`config.mk`:
```
export PLATFORM = sky130hd
export DESIGN_NAME = periph_responder
export DESIGN_NICKNAME = d
export VERILOG_FILES = /design/src/rtl/periph_responder.sv
export SDC_FILE = /design/constraint.sdc
export NUM_CORES = 1
export LEC_CHECK = 0
export ABC_CLOCK_PERIOD_IN_PS = 4300
export CAP_MARGIN = 15
export CORE_MARGIN = 3
export CORE_UTILIZATION = 35
export DETAILED_ROUTE_END_ITERATION = 7
export HOLD_SLACK_MARGIN = 0.15
export PLACE_DENSITY_LB_ADDON = 0.2
export SETUP_SLACK_MARGIN = 0.5
export SYNTH_ARGS = -nofsm -noshare
export SYNTH_HDL_FRONTEND = slang
export SYNTH_SLANG_ARGS = --single-unit
```
`constraint.sdc`:
```
create_clock -name clk -period 4.3 [get_ports clk]
set_input_delay 1.29 -clock clk [delete_from_list [all_inputs] [get_ports clk]]
set_output_delay 1.29 -clock clk [all_outputs]
set_load 0.01 [all_outputs]
```
`src/rtl/periph_responder.sv`:
```
// Memory-mapped timer/LED/7-seg/systick responder for a 32-byte window beside DataMemory.
// Reads are combinational (zero latency); writes land on the next rising clk edge.
// No backpressure: every access in the window completes in its own cycle.
module periph_responder #(
    parameter logic [31:0] BASE_ADDR = 32'h4000_0000,
    parameter int          LED_W     = 8,
    parameter int          DIGI_W    = 12
) (
    input  logic              clk,
    input  logic              reset,
    input  logic              MemRead,
    input  logic              MemWrite,
    input  logic [31:0]       Address,
    input  logic [31:0]       Write_data,
    output logic [31:0]       Read_data,
    output logic              hit,
    output logic              irq,
    output logic [LED_W-1:0]  leds,
    output logic [DIGI_W-1:0] digi
);

    localparam logic [2:0] SEL_TH   = 3'd0;
    localparam logic [2:0] SEL_TL   = 3'd1;
    localparam logic [2:0] SEL_TCON = 3'd2;
    localparam logic [2:0] SEL_LED  = 3'd3;
    localparam logic [2:0] SEL_DIGI = 3'd4;
    localparam logic [2:0] SEL_TICK = 3'd5;

    logic [31:0]       th_q,   th_d;
    logic [31:0]       tl_q,   tl_d;
    logic [2:0]        tcon_q, tcon_d;
    logic [LED_W-1:0]  led_q,  led_d;
    logic [DIGI_W-1:0] digi_q, digi_d;
    logic [31:0]       tick_q, tick_d;

    logic [2:0] sel;
    logic       wr_en;
    logic       overflow;
    logic       unused_addr_lsb;

    // Byte-lane bits are ignored: the window only supports word accesses.
    assign unused_addr_lsb = ^Address[1:0];

    assign hit      = (Address[31:5] == BASE_ADDR[31:5]);
    assign sel      = Address[4:2];
    assign wr_en    = MemWrite && hit;
    assign overflow = tcon_q[0] && (tl_q == 32'hFFFF_FFFF);

    assign irq  = tcon_q[2];
    assign leds = led_q;
    assign digi = digi_q;

    // Load data mux: pre-write register values, zero outside the window or without MemRead.
    always_comb begin
        Read_data = '0;
        if (MemRead && hit) begin
            case (sel)
                SEL_TH:   Read_data = th_q;
                SEL_TL:   Read_data = tl_q;
                SEL_TCON: Read_data[2:0] = tcon_q;
                SEL_LED:  Read_data[LED_W-1:0] = led_q;
                SEL_DIGI: Read_data[DIGI_W-1:0] = digi_q;
                SEL_TICK: Read_data = tick_q;
                default:  Read_data = '0;
            endcase
        end
    end

    // Next state: hardware timer behaviour first, then software writes layered on top.
    always_comb begin
        th_d   = th_q;
        tl_d   = tl_q;
        tcon_d = tcon_q;
        led_d  = led_q;
        digi_d = digi_q;
        tick_d = tick_q + 32'd1;

        // Reload uses the TH value held before any same-cycle write to TH.
        if (tcon_q[0]) begin
            tl_d = overflow ? th_q : (tl_q + 32'd1);
        end

        if (wr_en) begin
            case (sel)
                SEL_TH:   th_d   = Write_data;
                SEL_TL:   tl_d   = Write_data;
                SEL_TCON: tcon_d = Write_data[2:0];
                SEL_LED:  led_d  = Write_data[LED_W-1:0];
                SEL_DIGI: digi_d = Write_data[DIGI_W-1:0];
                default:  ;
            endcase
        end

        // A flag-setting overflow beats a software clear so no interrupt is lost.
        if (overflow && tcon_q[1]) begin
            tcon_d[2] = 1'b1;
        end
    end

    // State registers with asynchronous clear.
    always_ff @(posedge clk or posedge reset) begin
        if (reset) begin
            th_q   <= '0;
            tl_q   <= '0;
            tcon_q <= '0;
            led_q  <= '0;
            digi_q <= '0;
            tick_q <= '0;
        end else begin
            th_q   <= th_d;
            tl_q   <= tl_d;
            tcon_q <= tcon_d;
            led_q  <= led_d;
            digi_q <= digi_d;
            tick_q <= tick_d;
        end
    end

endmodule

```
---- Yosys cells after proc, flatten, opt, wreduce, memory -nomap -nowiden ----
Index checks and enable logic that the tools add are counted.
operators by class
  multiplexer cells ....................... 12
  shifts and indexed selects .............. 0
  magnitude comparators ................... 0
  multiply operators ...................... 0
  reduce and logical (&&, ||, !) cells .... 12
  div/mod/pow operators ................... 0
  equality and inequality tests ........... 7
  bitwise logic cells ..................... 0
  add/sub/neg operators ................... 2
operators by type and width
  operator                 number
  $mux W32                 5
  $add A32 B1 Y32 const B  2
  $pmux W20 S3             1
  $eq A32 B32 Y1 const B   1
  $eq A27 B26 Y1 const B   1
  $pmux W5 S5              1
  $pmux W3 S6              1
  $pmux W4 S4              1
  $reduce_and A2 Y1        5
  $eq A3 B2 Y1 const B     2
  $eq A3 B3 Y1 const B     2
  $mux W3                  2
  $logic_and A1 B1 Y1      4
  $reduce_bool A2 Y1       2
  $eq A3 B1 Y1 const B     1
  $logic_not A3 Y1         1
  $mux W1                  1
word-level totals
  input bits .............................. 68
  logic and storage cells ................. 40
  memory bits (writable) .................. 0
  register bits ........................... 119
  bits in latches ......................... 0
  bits in read-only memories .............. 0
  memories kept ........................... 0
  output and inout bits ................... 54

---- Depth between registers and ports, before layout ----
  word-level depth ........................ 6
  mapped depth ............................ 9
  gate-level depth less buffers ........... 7

---- Worst setup path before layout ----
OpenSTA, ideal clock, no wires.
  kind .................................... input -> output
  start point ............................. in Address[15]
  end point ............................... out Read_data[12]
  buffers on the path ..................... 2
  stages on the path ...................... 7
  required time ........................... 3.010 ns
  arrival ................................. 2.592 ns
  path slack .............................. 0.418 ns
  cell sequence ........................... nor4b_1 -> and4_1 -> and2_1 -> buf_4 -> nand3b_1 -> clkbuf_1 -> nor2_1
on the way
  word-level cells in the longest chain between the ends .. 3
ends and longest elaborated chain
  item                 line  RTL
  from (decl)          13    input logic [31:0] Address,
  $eq A27 B26 Y1       44    assign hit = (Address[31:5] == BASE_ADDR[31:5]);
  net hit              16    output logic hit,
  $logic_and A1 B1 Y1  56    if (MemRead && hit) begin
  $mux W32             56
  to (decl)            15    output logic [31:0] Read_data,
The timed path passes the listed nets, and every way through them passes these cells.

---- Worst setup path after layout ----
  start point ............................. in Address[13]
  end point ............................... out Read_data[10]
on the way
  word-level cells in the longest chain between the ends .. 3
ends and longest elaborated chain
  item                 line
  $eq A27 B26 Y1       44
  $logic_and A1 B1 Y1  56
  $mux W32             56
Every way passes these cells.

==> results.sh <==
export IMPL_final_min_period_over_clock_period=0.9630
export IMPL_proportion_of_total_power_due_to_net_switching=0.2269
export IMPL_dp_worst_setup_slack_ns=-0.4850
export IMPL_numClockSinks=119
export IMPL_first_global_vias=6099
export IMPL_p_int_uw=2031
export IMPL_io_pin_count=122
export IMPL_timing_critical_path_fanout_max=6
export IMPL_detail_route_wirelength_mm=20.81
export IMPL_ys_dominant_reg_cell="dfrtp_1"
export IMPL_cp_end_kind="output pin"
export IMPL_route_detailed_wl_per_inst_um=18.84
export IMPL_die_width_um=147.1
export IMPL_ctsHtreeMaxLevel=4
export IMPL_syn_instance_count=699
export IMPL_final_max_slew_viol_count=0
export IMPL_layout_area_overhead_vs_synth_pct=34.42
export IMPL_rr_endpoint="tl_q[10]$_DFF_PP0_"
export IMPL_place_hpwl_mm=14.13
export IMPL_met1_usage=0.2715
export IMPL_worstRegToRegCells=6
export IMPL_floorplan_core_area_sq_um=19140
export IMPL_clock_power_share=0.508
export IMPL_postLayoutSetupSlackWorst_ns=0.1589
export IMPL_placed_cells_incl_taps=1064
export IMPL_power_combinational_fraction=0.065
export IMPL_seq_power_share=0.427
export IMPL_synth_cell_type_count=58
export IMPL_max_cap_violations=0
export IMPL_gp_congestion=0.8363
export IMPL_worst_slew_pin_transition_ns=0.6602
export IMPL_synth_top_area_cell="dfrtp_1"
export IMPL_cts_path_max_buffers=2
export IMPL_timing_reg2reg_setup_slack_ns=1.56
export IMPL_critPathKind="input port to output pin"
export IMPL_via_per_inst=5.377
export IMPL_detailed_router_s_first_iteration_violation_count=409
export IMPL_worst_skew_pair_late_latency_ns=0.41
export IMPL_detail_route_first_pass_iterations=5
export IMPL_grt_start_max_net_pins=76
export IMPL_synth_top_cell_area_share=0.4274
export IMPL_synth_edff_count=0
export IMPL_synthesis_area_per_instance_sq_um=9.968
export IMPL_rows=50
export IMPL_detail_route_drc_violations=0
export IMPL_peakVddDrop_mv=0.2366
export IMPL_finish_net_count=904
export IMPL_groute_layer_met2_usage=0.3083
export IMPL_synth_top_cells_by_count="119 x dfrtp_1, 81 x nor2_1, 55 x nand2_1"
export IMPL_setup_viol_count_final=0
export IMPL_switching_power_uw=596.1
export IMPL_grt_antenna_before_repair=1
export IMPL_crit_reg2reg_launch="tcon_q[0]$_DFFE_PP0P_"
export IMPL_crit_start="Address[13]"
export IMPL_run_status="complete, no violations"
export IMPL_die_h_um=147.1
export IMPL_grt_pass1_wl_mm=33.63
export IMPL_detailroute_via_count=5942
export IMPL_ys_async_sr_fraction=1.000
export IMPL_tritoncts="yes"
export IMPL_critical_path_cell_chain="buf_6 -> nor4_4 -> and4_4 -> and2_4 -> nand3b_1 -> buf_6 -> buf_8 -> buf_16 -> nor2b_1 -> buf_2"
export IMPL_synth_seq_area_share=0.4274
export IMPL_postLayoutCoreUtil=0.4893
export IMPL_cts_hold_buf=0
export IMPL_timing_critical_path_slowest_stage_cell="nor4_4"
export IMPL_number_of_buffer_cells_added_on_primary_ports=119
export IMPL_power_density_cell_area_nw_per_um2=280.5
export IMPL_final_antenna_net_count=0
export IMPL_synth_most_common_cell="dfrtp_1"
export IMPL_timing_final_crit_period_ns=4.141
export IMPL_synth_seq_cells=119
export IMPL_critical_path_max_stage_delay_ns=0.26
export IMPL_grt_use_met3=0.04596
export IMPL_dieArea_sq_um=21640
export IMPL_start_kind="input port"
export IMPL_clkTransAtPathRegs_ns=0.05
export IMPL_fillers=1771
export IMPL_ys_warnings_count=0
export IMPL_clock_tree_root_cell="clkbuf_16"
export IMPL_rsz0062_at_grt="yes"
export IMPL_endpoint="Read_data[10]"
export IMPL_synthesis_area_sq_um=6968
export IMPL_crit_path_frequent_cell="buf_6"
export IMPL_yosys_top_cells_area="dfrtp_1 43%, mux2_2 8.7%, mux2i_1 4.5%"
export IMPL_grt_busiest_layer="met2"
export IMPL_total_power_uw=2628
export IMPL_arrival_time_at_the_worst_endpoint_ns=2.85
export IMPL_drive_gt1_frac=0.2793
export IMPL_worstPathRequired_ns=3.01
export IMPL_grt_overflow_total=0
export IMPL_clock_skew_final_ns=0.006318
export IMPL_timing_max_slew_rel_slack=0.5599
export IMPL_initial_utilization=0.3640
export IMPL_syn_num_nets=769
export IMPL_hold_violations=0
export IMPL_insertedDiodeCount=0
export IMPL_final_cells=1105
export IMPL_cts_inserted_buffers=17
export IMPL_grt_total_usage=0.1941
export IMPL_min_path_type="flip-flop to flip-flop"
export IMPL_p_leak_uw=0.004032
export IMPL_fmax_mhz=241.5
[worst min path at each step]
stage	startpoint	end	cells after the start
floorplan	tick_q[31]$_DFF_PP0_	tick_q[31]$_DFF_PP0_	1
CTS	tick_q[31]$_DFF_PP0_	tick_q[31]$_DFF_PP0_	1
global route	tick_q[31]$_DFF_PP0_	tick_q[31]$_DFF_PP0_	1
finish	tick_q[31]$_DFF_PP0_	tick_q[31]$_DFF_PP0_	1
detailed placement	tick_q[31]$_DFF_PP0_	tick_q[31]$_DFF_PP0_	1
global placement	tick_q[31]$_DFF_PP0_	tick_q[31]$_DFF_PP0_	1
[sequential cells by signal, summed over array words and instances (netlist names)]
register / count
tick_q: 32
digi: 12
tcon_q: 3
tl_q: 32
th_q: 32
leds: 8
[final cells by class]
class / count / area (sq um) / share of cell area
repair buffers: 157 / 1529 / 0.1632
multi-input cells: 533 / 3960 / 0.4228
clock buffers: 21 / 470.5 / 0.05023
clock inverters: 9 / 77.57 / 0.008282
well taps: 260 / 325.3 / 0.03473
inverters: 6 / 26.28 / 0.002805
flip-flops and latches: 119 / 2978 / 0.3179
[layout by cell type, fill, tap and decap left out, types with 6 or more instances in the layout]
cell,count
nor2b_1,6
nor3_1,7
nand2b_1,16
buf_2,24
nor2_2,7
nor4_4,6
o211ai_1,6
clkdlybuf4s15_1,8
a31oi_1,14
xor2_1,17
and3_1,19
buf_6,25
mux2_2,54
mux4_2,11
buf_4,25
nand3_1,31
clkdlybuf4s15_2,7
clkdlybuf4s50_1,56
nor2_4,12
clkbuf_16,17
dfrtp_1,119
nand2_1,54
nand4_1,12
nor2_1,63
a21oi_1,40
xnor2_1,28
mux2i_1,31
and2_1,6
o21ai_0,14
o31ai_1,7
[cells by family after synthesis]
logic type               after synthesis  synth area share
XOR/XNOR                              45           0.05656
buffers and inverters                 47           0.03196
AND/OR/NAND/NOR                      279            0.2142
flip-flops                           119            0.4274
multiplexers                          97            0.1690
AO/OA/AOI/OAI                        110           0.09733
adder cells (fa/ha/maj)                2          0.003591
[worst max-delay path, delay by kind of cell]
family,cells,cell delay (ns)
buf+inv,5,0.66
simple gates,5,0.88
[metal layers]
layer	vias up	wire length (um)	share of wire
li1	2792	-	-
met1	2917	9760	0.47
met2	200	9743	0.47
met3	31	1013	0.049
met4	2	284	0.014
met5	-	13	0.00062
[metrics by stage]
| stage | setup TNS [ns] | hold WS (ns) | cell area, sq um |
|---|---|---|---|
| after floorplan | 0 | 0.4419 | 7017 |
| after global placement | -13.21 | 0.4590 | 8581 |
| after detailed placement | -14.01 | 0.4614 | 8581 |
| after CTS | 0 | 0.4710 | 9196 |
| after global routing | 0 | 0.4931 | 9366 |
| final | 0 | 0.4728 | 9366 |
[power groups by stage]
| stage | clock network (uW) | registers, uW | logic, uW |
|---|---|---|---|
| finish | 1340 | 1120 | 171 |
| global route | 1420 | 1120 | 186 |
| detailed placement | 0 | 1140 | 170 |
| CTS | 1360 | 1120 | 165 |
| global placement | 0 | 1140 | 168 |
| floorplan | 0 | 1140 | 68.3 |
[repair_timing]
item,in CTS,in global routing
buffers inserted,8,0
gates resized for setup,226,34
setup endpoints to repair,33,33
cloned,3,0
pin swaps,26,7
(Power assumes the default switching activity.)
